==> src/rtl/alu_types.sv <==
// alu_types: ALU operation encoding shared by the ALU and its controllers.
package alu_types;
  typedef enum logic [3:0] {
    ALU_ADD, ALU_SUB, ALU_SLL, ALU_SLT, ALU_SLTU, ALU_XOR, ALU_SRL, ALU_SRA, ALU_OR, ALU_AND
  } alu_control_t;
endpackage

==> src/rtl/multicycle_controller_pkg.sv <==
// multicycle_controller_pkg: states, datapath select encodings and RV32I opcodes for the controller.
package multicycle_controller_pkg;
  typedef enum logic [3:0] {
    S_RESET, S_FETCH, S_DECODE, S_MEMADR, S_MEMREAD, S_MEMWB, S_MEMWRITE,
    S_EXEC_R, S_EXEC_I, S_ALUWB, S_BRANCH, S_JAL, S_ERROR
  } controller_state_t;
  typedef enum logic [1:0] {SRC_A_PC, SRC_A_OLD_PC, SRC_A_REG} alu_src_a_t;
  typedef enum logic [1:0] {SRC_B_REG, SRC_B_IMM, SRC_B_FOUR} alu_src_b_t;
  typedef enum logic [1:0] {RES_ALU_OUT, RES_MEM_DATA, RES_ALU_RESULT} result_src_t;
  typedef enum logic [1:0] {IMM_I, IMM_S, IMM_B, IMM_J} imm_src_t;
  localparam logic [6:0] OP_LOAD   = 7'b0000011;
  localparam logic [6:0] OP_STORE  = 7'b0100011;
  localparam logic [6:0] OP_R      = 7'b0110011;
  localparam logic [6:0] OP_I      = 7'b0010011;
  localparam logic [6:0] OP_BRANCH = 7'b1100011;
  localparam logic [6:0] OP_JAL    = 7'b1101111;
endpackage

==> src/rtl/alu_decoder.sv <==
// alu_decoder: maps funct3/funct7b5 of R/I-type instructions to an ALU operation.
module alu_decoder
  import alu_types::*;
(
  input  logic         is_r_type,
  input  logic [2:0]   funct3,
  input  logic         funct7b5,
  output alu_control_t alu_control
);
  always_comb begin
    alu_control = ALU_ADD;
    case (funct3)
      3'b000: alu_control = (is_r_type && funct7b5) ? ALU_SUB : ALU_ADD;
      3'b001: alu_control = ALU_SLL;
      3'b010: alu_control = ALU_SLT;
      3'b011: alu_control = ALU_SLTU;
      3'b100: alu_control = ALU_XOR;
      3'b101: alu_control = funct7b5 ? ALU_SRA : ALU_SRL;
      3'b110: alu_control = ALU_OR;
      3'b111: alu_control = ALU_AND;
      default: alu_control = ALU_ADD;
    endcase
  end
endmodule

==> src/rtl/multicycle_controller.sv <==
// multicycle_controller: sequences each RV32I instruction over 3-5 cycles and drives the datapath controls.
module multicycle_controller
  import alu_types::*;
  import multicycle_controller_pkg::*;
(
  input  logic         clk,
  input  logic         rst,
  input  logic [6:0]   op,
  input  logic [2:0]   funct3,
  input  logic         funct7b5,
  input  logic         zero,
  output alu_control_t alu_control,
  output alu_src_a_t   alu_src_a,
  output alu_src_b_t   alu_src_b,
  output result_src_t  result_src,
  output imm_src_t     imm_src,
  output logic         adr_src,
  output logic         ir_write,
  output logic         pc_write,
  output logic         reg_write,
  output logic         mem_write,
  output logic         error
);
  controller_state_t state, next_state;
  alu_control_t decoded;
  alu_decoder u_alu_decoder (
    .is_r_type  (op == OP_R),
    .funct3     (funct3),
    .funct7b5   (funct7b5),
    .alu_control(decoded)
  );
  always_ff @(posedge clk or negedge rst)
    if (!rst) state <= S_RESET;
    else state <= next_state;
  assign imm_src = (op == OP_STORE) ? IMM_S : (op == OP_BRANCH) ? IMM_B : (op == OP_JAL) ? IMM_J : IMM_I;
  always_comb begin
    next_state  = S_FETCH;
    alu_control = ALU_ADD;
    alu_src_a   = SRC_A_PC;
    alu_src_b   = SRC_B_REG;
    result_src  = RES_ALU_OUT;
    adr_src     = 1'b0;
    ir_write    = 1'b0;
    pc_write    = 1'b0;
    reg_write   = 1'b0;
    mem_write   = 1'b0;
    error       = 1'b0;
    case (state)
      S_FETCH: begin
        ir_write   = 1'b1;
        alu_src_b  = SRC_B_FOUR;
        result_src = RES_ALU_RESULT;
        pc_write   = 1'b1;
        next_state = S_DECODE;
      end
      S_DECODE: begin
        alu_src_a = SRC_A_OLD_PC;
        alu_src_b = SRC_B_IMM;
        case (op)
          OP_LOAD, OP_STORE: next_state = S_MEMADR;
          OP_R:              next_state = S_EXEC_R;
          OP_I:              next_state = S_EXEC_I;
          OP_BRANCH:         next_state = (funct3[2:1] == 2'b00) ? S_BRANCH : S_ERROR;
          OP_JAL:            next_state = S_JAL;
          default:           next_state = S_ERROR;
        endcase
      end
      S_MEMADR: begin
        alu_src_a  = SRC_A_REG;
        alu_src_b  = SRC_B_IMM;
        next_state = (op == OP_LOAD) ? S_MEMREAD : S_MEMWRITE;
      end
      S_MEMREAD: begin
        adr_src    = 1'b1;
        next_state = S_MEMWB;
      end
      S_MEMWB: begin
        result_src = RES_MEM_DATA;
        reg_write  = 1'b1;
      end
      S_MEMWRITE: begin
        adr_src   = 1'b1;
        mem_write = 1'b1;
      end
      S_EXEC_R: begin
        alu_src_a   = SRC_A_REG;
        alu_control = decoded;
        next_state  = S_ALUWB;
      end
      S_EXEC_I: begin
        alu_src_a   = SRC_A_REG;
        alu_src_b   = SRC_B_IMM;
        alu_control = decoded;
        next_state  = S_ALUWB;
      end
      S_ALUWB: reg_write = 1'b1;
      S_BRANCH: begin
        alu_src_a   = SRC_A_REG;
        alu_control = ALU_SUB;
        pc_write    = zero ^ funct3[0];
      end
      S_JAL: begin
        alu_src_a  = SRC_A_OLD_PC;
        alu_src_b  = SRC_B_FOUR;
        pc_write   = 1'b1;
        next_state = S_ALUWB;
      end
      S_ERROR: begin
        error      = 1'b1;
        next_state = S_ERROR;
      end
      default: next_state = S_FETCH;
    endcase
  end
endmodule

==> config.mk <==
export PLATFORM = sky130hd
export DESIGN_NAME = multicycle_controller
export DESIGN_NICKNAME = d
export VERILOG_FILES = /design/src/rtl/alu_types.sv /design/src/rtl/multicycle_controller_pkg.sv /design/src/rtl/alu_decoder.sv /design/src/rtl/multicycle_controller.sv
export SDC_FILE = /design/constraint.sdc
export NUM_CORES = 1
export LEC_CHECK = 0
export CORE_ASPECT_RATIO = 1.1
export CORE_MARGIN = 2
export CORE_UTILIZATION = 41
export CTS_CLUSTER_SIZE = 28
export DETAILED_ROUTE_END_ITERATION = 10
export GPL_ROUTABILITY_DRIVEN = 0
export PLACE_DENSITY = 0.94
export SLEW_MARGIN = 0
export SYNTH_ARGS = -nofsm -noshare
export SYNTH_HDL_FRONTEND = slang
export SYNTH_SLANG_ARGS = --single-unit
==> constraint.sdc <==
create_clock -name clk -period 2.9 [get_ports clk]
set_input_delay 0.29 -clock clk [delete_from_list [all_inputs] [get_ports clk]]
set_output_delay 0.29 -clock clk [all_outputs]
set_load 0.05 [all_outputs]
==> summary.md, run 1 <==
| Metric | Value |
|---|---|
| Most common cell on crit path | nor2_1 |
| Crit path kind | reg2out |
| HPWL after detailed placement | 1.19 mm |
| Synth area leaders | dfrtp_1 (16%), nor2_1 (9.2%), nand2b_1 (7.2%) |
| Buf+Inv Stages, Crit Path | 1 |
| Warnings from Yosys | 0 |
| Synth Cell Area | 612 µm² |
| Max IR drop VDD | 0.487 mV |
| Congestion Overflow GR | 0 |
| Routed Antenna Nets | 0 |
| Most common cell after layout, fill and taps aside | clkdlybuf4s50_1 |
| Maximum fanout along the worst path | 11 |
| ANT cells | 0 |
| Residual DRC | 0 |
| TritonCTS Sinks | 4 |
| Reg2reg end | state[0] |
| CTS clk-pin slew, worst paths | 40 ps |
| Largest area contributor in the netlist | dfrtp_1 |
| Final Cycle Share | 86.4% |
| GRT Util Overall | 19.7% |
| Cells along the critical path | nor2_1, a21oi_1, nor2_1, clkdlybuf4s50_1 |
| Clk Tree Root Cell | clkbuf_4 |
| Clk buf depth | 2 |
| Final WL | 1.54 mm |
| Biggest register | state |
| Filler cells | 127 |
| CP required | 2610 ps |
| Layout cells sized above 1 | 6.09% |
| Leak pwr | 0.323 nW |
| Worst Hold Class | in2async |
| PD cells | 1000 nW/µm² |
| Top Family by Delay on Critical Path | buffers and inverters |
| Layout area overhead | 47.6% |
| Top flop regs | state: 4 flops |
| Yosys top cell area share | 16.4% |
| First-pass GRT wire length | 2.53 mm |
| Final hold vios | 0 |
| Slew Viols, Final | 0 |
| Gate Count Post-Synth | 88 |
| Worst Setup Start Kind | register |
| Setup violation total in the final timing report | 0 |
| Fin nets | 131 |
| Slowest cell on crit path | clkdlybuf4s50_1 |
| Die W | 40.8 µm |
| Vias in the first global route | 644 |
| Core area | 1380 µm² |
| PostCTS Resize Cnt | 0 |
| Worst R2R Path Depth | 3 |
| Synth cell types | 38 |
| RSZ-0062 raised after global routing | no |
| Maximum clock rate | 0.399 GHz |
| Initial antenna violation count | 0 |
| Num CTS Buffers | 3 |
| Vias per inst | 5.60 |
| Internal reg-to-reg setup slack | 1610 ps |
| Min cycle time layout | 2500 ps |
| Setup TNS | 0 ps |
| Slew margin rel. | 66.1% |
| Post-CTS Setup Bufs | 0 |
| Vias | 734 |
| Critical Path Sink Type | output port |
| Worst-skew pair later-pin latency | 240 ps |
| Max Cap Viol | 0 |
| Main flop type after synthesis | dfrtp_1 |
| R2R Path Start | state[0] |
| Worst EP arrival | 2210 ps |
| Sequential share of the synthesized area | 16.4% |
| Pre-Repair DR Iteration Count | 4 |
| Port Buffers | 31 |
| Max reg flops | 4 |
| Row count | 14 |
| Die ar. | 1820 µm² |
| CTS Hold Bufs | 0 |
| H-Tree Depth | 1 |
| Max incr delay on CP | 810 ps |
| Status | finished clean |
| CTS tree | yes |
| Number of synthesized register bits | 4 |
| Number of flops mapped to enable cells by yosys | 0 |
| Die span in y | 44.5 µm |
| Commonest cells after routing, fill and taps aside | clkdlybuf4s50_1 (30), nor2_1 (15), nand2_1 (10), a21oi_1 (8), nand2b_1 (7) |
| Ys async rst share | 100% |
| WL per Instance | 11.7 µm |
| Syn Nets | 102 |
| Average cell area after synthesis | 6.95 µm² |
| Io pins | 32 |
| Starting DRC count in detailed routing | 15 |
| Skew final | 2.47 ps |
| Hold_ws | 251 ps |
| Largest net degree at the start of global routing | 13 |
| Starting Density | 44.2% |
| Worst-margin pin slew | 507 ps |
## synth_stat cells, types with 2 or more instances
cell and number:
nor2_1 15, buf_4 2, xor2_1 2, nor2b_1 4, a21oi_1 8, nand3_1 4
o21a_1 2, nand2b_1 7, o21ai_0 2, dfrtp_1 4, nand2_1 10, mux2i_1 2
## worst max-delay path by stage
stage                     startpoint              to  cells past startpoint
after global placement         op[3]      imm_src[0]                      4
after detailed placement       op[4]      imm_src[0]                      4
after CTS                   state[0]  alu_control[2]                      4
final                       state[0]  alu_control[2]                      4
after global routing        state[0]  alu_control[2]                      4
after floorplan             state[1]   result_src[1]                      4
## cells by family after synthesis
| kind of cell | share of synthesized area, % |
|---|---|
| AND/OR/NAND/NOR | 44.0 |
| flip-flops | 16.4 |
| buffers and inverters | 9.61 |
| XOR/XNOR | 4.30 |
| AO/OA/AOI/OAI | 20.7 |
| multiplexers | 5.11 |
## metal layers
metal / global-route usage [%] / part of all wire (%) / up-vias
met1: 21.7 / 39 / 326
li1: - / - / 362
met3: 5.53 / 9.1 / 7
met5: 0 / 0 / -
met4: 7.33 / 1.8 / 0
met2: 34.1 / 50 / 39
## final cells by class
cell class	count	area (µm²)	share of cell area (%)
clock buffer	3	22.5	2.49
sequential	4	100	11.1
multi-input combinational	77	453	50.1
timing repair buffer	31	308	34.1
tap	16	20.0	2.22
## report_power, final
group	switching [W]	leakage [nW]	total [W]	internal [W]
clock	0.0000234	0.0138	0.0000697	0.0000463
combinational	0.000440	0.260	0.000682	0.000241
sequential	0.0000733	0.0497	0.000154	0.0000804
## metrics by stage
step           util (%)  cells  power, W  cell area [µm²]  worst slack (ps)
2_1_floorplan         -     88  0.000661              612               300
3_3_place_gp       63.7    128  0.000824              881               478
3_5_place_dp       63.7    128  0.000834              881               464
4_1_cts            65.3    131  0.000909              903               397
5_1_grt            65.3    131  0.000966              903               243
6_report           65.3    131  0.000905              903               395
Power figures use the tool's default switching activity.
==> run 2, diff against run 1 <==
--- a/config.mk
+++ b/config.mk
@@ -6,7 +6,6 @@
 export NUM_CORES = 1
 export LEC_CHECK = 0
 export CORE_ASPECT_RATIO = 1.1
-export CORE_MARGIN = 2
 export CORE_UTILIZATION = 41
 export CTS_CLUSTER_SIZE = 28
 export DETAILED_ROUTE_END_ITERATION = 10
==> run 2 against run 1 <==
  * Non-clock buffer count stayed put
  * Cell area did not move
  * Routed wire length fell by 2.6%
  * Core utilization stayed put
  * Sequential share of layout area is the same
  * Register-to-register slack improved by 30 ps
  * Cell count unchanged
  * Sequential power about the same
  * Total power fell by 0.49%
  * Worst hold slack better by 1.8 ps
  * Die area decreased by 9.2%
  * Clock-buffer cell count stayed put
  * Highest routed layer unchanged
==> summary.md, run 2 (synthesis results as in run 1) <==
| Metric | Value |
|---|---|
| Place WS | 452 ps (-12.4 ps) |
| Congestion Overflow GR | 0 (unchanged) |
| CTS Hold Bufs | 0 (unchanged) |
| H-Tree Depth | 1 (unchanged) |
| Maximum fanout along the worst path | 12 (+1) |
| Starting DRC count in detailed routing | 4 (-11) |
| Fin nets | 131 (unchanged) |
| WL per Instance | 11.4 µm (-2.6%) |
| Die W | 38.8 µm (-4.9%) |
| Status | finished clean |
| GRT Util Overall | 20.3% (+0.61 points) |
| Vias | 733 (-0.14%) |
| Max incr delay on CP | 710 ps (-100 ps) |
| ANT cells | 0 (unchanged) |
| CP required | 2610 ps (about the same) |
| Slew Viols, Final | 0 (unchanged) |
| Worst Setup Start Kind | register |
| Crit path kind | reg2out |
| Placed cell area | 881 µm² (unchanged) |
| HPWL after detailed placement | 1.15 mm (-3.3%) |
| Max Cap Viol | 0 (unchanged) |
| Row count | 14 (unchanged) |
| Initial antenna violation count | 0 (unchanged) |
| Commonest cells after routing, fill and taps aside | clkdlybuf4s50_1 (30), nor2_1 (15), nand2_1 (10), a21oi_1 (8), nand2b_1 (7) |
| Core area | 1380 µm² (unchanged) |
| Layout area overhead | 47.6% (unchanged) |
| PD cells | 997 nW/µm² (-0.49%) |
| Max IR drop VDD | 0.443 mV (-8.9%) |
| Final Cycle Share | 86.0% (-0.32 points) |
| Routed Antenna Nets | 0 (unchanged) |
| Worst-margin pin slew | 496 ps (-11.0 ps) |
| Most common cell after layout, fill and taps aside | clkdlybuf4s50_1 |
| Worst EP arrival | 2210 ps (about the same) |
| Setup TNS | 0 ps (unchanged) |
| Vias per inst | 5.60 (-0.14%) |
| Vias in the first global route | 595 (-7.6%) |
| Biggest register | state |
| RSZ-0062 raised after global routing | no |
| Slowest cell on crit path | clkdlybuf4s50_1 |
| Final WL | 1.50 mm (-2.6%) |
| Die span in y | 42.5 µm (-4.5%) |
| Starting Density | 44.2% (unchanged) |
| Leak pwr | 0.323 nW (unchanged) |
| Worst Hold Class | in2async |
| Clk Tree Root Cell | clkbuf_4 |
| Setup violation total in the final timing report | 0 (unchanged) |
| Most common cell on crit path | nor2_1 |
| Die ar. | 1650 µm² (-9.2%) |
| Min cycle time layout | 2500 ps (-9.39 ps) |
| Post-CTS Setup Bufs | 0 (unchanged) |
| Pre-Repair DR Iteration Count | 4 (unchanged) |
| Final instance area | 903 µm² (unchanged) |
| Num CTS Buffers | 3 (unchanged) |
| Final hold vios | 0 (unchanged) |
| CTS clk-pin slew, worst paths | 40 ps (about the same) |
| Critical Path Sink Type | output port |
| CTS tree | yes |
| Io pins | 32 (unchanged) |
| First-pass GRT wire length | 2.50 mm (-1.4%) |
| Residual DRC | 0 (unchanged) |
| Cells along the critical path | nand2b_1, nor2_1, a21oi_1, nor2_1, clkdlybuf4s50_1 |
| PostCTS Resize Cnt | 0 (unchanged) |
| Filler cells | 129 (+1.6%) |
| Largest net degree at the start of global routing | 13 (unchanged) |
| Final worst setup slack | 405 ps (+9.39 ps) |
| Worst-skew pair later-pin latency | 240 ps (about the same) |
| Top flop regs | state: 4 flops |
| TritonCTS Sinks | 4 (unchanged) |
| Layout cells sized above 1 | 6.09% (unchanged) |
| Skew final | 4.23 ps (+1.76 ps) |
| Max reg flops | 4 (unchanged) |
| Port Buffers | 31 (unchanged) |
| Maximum clock rate | 0.401 GHz (+0.38%) |
| Slew margin rel. | 66.9% (+0.74 points) |
| Clk buf depth | 2 (unchanged) |
run 2: cell counts in the layout (fill, tap and decap cells not counted):
No cell type changed its count.
run 2: area by class of cell:
cell class	instances	area (µm²)	share of cell area (%)
Clock buffer	3	22.5	2.49
Multi-Input combinational cell	77	453	50.1
Sequential cell	4	100	11.1
Tap cell	16	20.0	2.22
Timing Repair Buffer	31	308	34.1
run 2: worst max-delay path: cells and delay by family, from the launching register on:
family | cells | cell delay [ps]
flops | 1 | 550
buf+inv | 1 | 710
compound gates | 1 | 290
simple gates | 3 | 420
run 2: final timing paths:
| check | startpoint | endpoint | slack, ps | cells past startpoint |
|---|---|---|---|---|
| min reg2reg | state[1] | state[2] | 660 | 2 |
| min in group clk | state[1] | state[2] | 660 | 2 |
| max reg2reg | state[3] | state[3] | 1640 | 3 |
| max in group asynchronous | rst | state[0] | 2480 | 1 |
| max | state[3] | alu_control[3] | 400 | 5 |
| min | rst | state[2] | 250 | 1 |
run 2: metal layers:
| metal | share of wire [%] | global-route usage, % |
|---|---|---|
| met3 | 5.0 | 3.19 |
| met2 | 50 | 33.3 |
| met5 | 0 | 0 |
| met1 | 43 | 26.4 |
| met4 | 1.3 | 6.21 |
run 2: power by group:
group | switching (W) | internal (W) | total, W
sequential | 0.0000716 | 0.0000804 | 0.000152
combinational | 0.000438 | 0.000241 | 0.000679
clock | 0.0000232 | 0.0000463 | 0.0000695
run 2: metrics by stage:
stage / hold WS (ps) / utilization [%] / instances / power, W
after global routing: 268 / 65.3 / 131 / 0.000959
after global placement: 494 / 63.7 / 128 / 0.000823
after floorplan: -5.59 / - / 88 / 0.000661
after detailed placement: 504 / 63.7 / 128 / 0.000830
after CTS: 256 / 65.3 / 131 / 0.000902
final: 252 / 65.3 / 131 / 0.000901
==> run 3, diff against run 2 <==
--- a/config.mk
+++ b/config.mk
@@ -10,6 +10,7 @@
 export CTS_CLUSTER_SIZE = 28
 export DETAILED_ROUTE_END_ITERATION = 10
 export GPL_ROUTABILITY_DRIVEN = 0
+export GPL_TIMING_DRIVEN = 0
 export PLACE_DENSITY = 0.94
 export SLEW_MARGIN = 0
 export SYNTH_ARGS = -nofsm -noshare
==> run 3 against run 2 <==
  * Cell count is 3.8% higher
  * Via count is 1.1% lower
  * Global-route usage hardly changed
  * Critical endpoint unchanged
==> summary.md, run 3 (synthesis results as in run 1) <==
| Metric | Value |
|---|---|
| Biggest register | state |
| CP required | 2610 ps (about the same) |
| H-Tree Depth | 1 (unchanged) |
| Die W | 38.8 µm (unchanged) |
| Setup TNS | 0 ps (unchanged) |
| Post-CTS Setup Bufs | 0 (unchanged) |
| First-pass GRT wire length | 2.47 mm (-1.1%) |
| Final instance area | 947 µm² (+4.8%) |
| Die ar. | 1650 µm² (unchanged) |
| Slew Viols, Final | 0 (unchanged) |
| Critical Path Sink Type | output port |
| Fin nets | 136 (+3.8%) |
| Worst Setup Start Kind | register |
| Starting DRC count in detailed routing | 19 (+15) |
| Io pins | 32 (unchanged) |
| Max reg flops | 4 (unchanged) |
| Critical path startpoint | state[1] |
| Vias in the first global route | 585 (-1.7%) |
| Maximum clock rate | 0.375 GHz (-6.5%) |
| Leak pwr | 0.364 nW (+13%) |
| Clk Tree Root Cell | clkbuf_4 |
| Max IR drop VDD | 0.458 mV (+3.4%) |
| Top flop regs | state: 4 flops |
| Maximum fanout along the worst path | 10 (-2) |
| Worst Hold Class | in2async |
| Worst-margin pin slew | 505 ps (+9.42 ps) |
| WL per Instance | 11.7 µm (+2.6%) |
| Utilization after layout | 68.4% (+3.2 points) |
| TritonCTS Sinks | 4 (unchanged) |
| Routed Antenna Nets | 0 (unchanged) |
| ANT cells | 0 (unchanged) |
| Largest net degree at the start of global routing | 11 (-2) |
| Worst-skew pair later-pin latency | 230 ps (about the same) |
| Crit path kind | reg2out |
| Final hold vios | 0 (unchanged) |
| Vias per inst | 5.33 (-4.7%) |
| Max Cap Viol | 0 (unchanged) |
| Final WL | 1.59 mm (+6.5%) |
| Wl on met1 | 691 µm (+6.5%) |
| Slew margin rel. | 66.2% (-0.63 points) |
| Commonest cells after routing, fill and taps aside | clkdlybuf4s50_1 (28), nor2_1 (15), nand2_1 (10), a21oi_1 (8), nand2b_1 (7) |
| Min cycle time layout | 2670 ps (+173 ps) |
| Residual DRC | 0 (unchanged) |
| Layout area overhead | 54.8% |
| Uppermost layer routed | met3 |
| CTS tree | yes |
| RSZ-0062 raised after global routing | no |
| Port Buffers | 29 (-6.5%) |
| Num CTS Buffers | 3 (unchanged) |
| Placed cell area | 922 µm² (+4.7%) |
| Pre-Repair DR Iteration Count | 4 (unchanged) |
| Congestion Overflow GR | 0 (unchanged) |
| Skew final | 4.81 ps (+0.579 ps) |
| Core area | 1380 µm² (unchanged) |
| PD cells | 1010 nW/µm² (+0.86%) |
| Clk buf depth | 2 (unchanged) |
| Starting Density | 44.2% (unchanged) |
| Status | finished clean |
| Initial antenna violation count | 0 (unchanged) |
| Met2 WL post-DR | 827 µm (+10%) |
| CTS clk-pin slew, worst paths | 40 ps (about the same) |
| Layout cells sized above 1 | 9.17% (+3.1 points) |
| Vias | 725 (-1.1%) |
| GRT Util Overall | 20.4% (+0.021 points) |
| R2R Path Start | state[1] |
| Worst EP arrival | 2380 ps (+170 ps) |
| Row count | 14 (unchanged) |
| Die span in y | 42.5 µm (unchanged) |
| Final Cycle Share | 92.0% (+6.0 points) |
| Setup violation total in the final timing report | 0 (unchanged) |
| HPWL after detailed placement | 1.25 mm (+9.4%) |
| Most common cell after layout, fill and taps aside | clkdlybuf4s50_1 |
| DR WL met3 | 73 µm (-2.7%) |
-- run 3: cell types whose count changed in the layout (fill, tap and decap cells not counted), sizes merged --
cell | previous run | this run
buf | 1 | 3
clkbuf | 3 | 6
clkdlybuf4s18 | 0 | 1
clkdlybuf4s50 | 30 | 28
dlymetal6s2s | 0 | 1
-- run 3: critical path: stages, from the launching register on --
cell and delay (ps):
dfrtp_1 340, clkdlybuf4s18_1 350, nor2_1 320, a21oi_1 200, nor2_1 130, clkdlybuf4s50_1 810
-- run 3: what timing repair did --
item | in CTS | in global routing
gates resized for setup | 0 | 1
setup endpoints to repair | 0 | 1
hold buffers | 0 | 0
-- run 3: power by group --
part	internal, W	switching (W)	leakage (nW)
combinational	0.000281	0.000510	0.300
sequential	0.0000811	0.0000138	0.0497
clock	0.0000461	0.0000203	0.0138
total	0.000409	0.000544	0.364
-- run 3: layout make-up --
class	instances	area, µm²
multi-input combinational	77	453
fill	135	437
timing repair buffer	29	293
sequential	4	100
buffer	7	58.8
clock buffer	3	22.5
tap	16	20.0
-- run 3: through the flow --
step	hold slack (ps)	power [W]	std cells	worst slack (ps)
floorplan	-5.59	0.000661	88	300
global placement	501	0.000873	133	126
detailed placement	501	0.000883	133	87.0
CTS	253	0.000954	136	44.1
global route	271	0.00100	136	89.9
finish	254	0.000953	136	232
-- run 3: worst paths after layout --
| kind | slack, ps | end | depth (start not counted) |
|---|---|---|---|
| worst min register to register | 580 | state[2] | 3 |
| worst min-delay path | 250 | state[0] | 1 |
| worst max register to register | 1470 | state[0] | 4 |
| min in group clk | 580 | state[2] | 3 |
| worst max-delay path | 230 | alu_control[3] | 5 |
| max in group asynchronous | 2480 | state[1] | 1 |
-- run 3: routing by layer --
layer,global-route usage [%],vias to the layer above
met1,25.8,313
met3,3.19,0
met4,6.21,0
met5,0,-
met2,34.0,34
li1,-,378
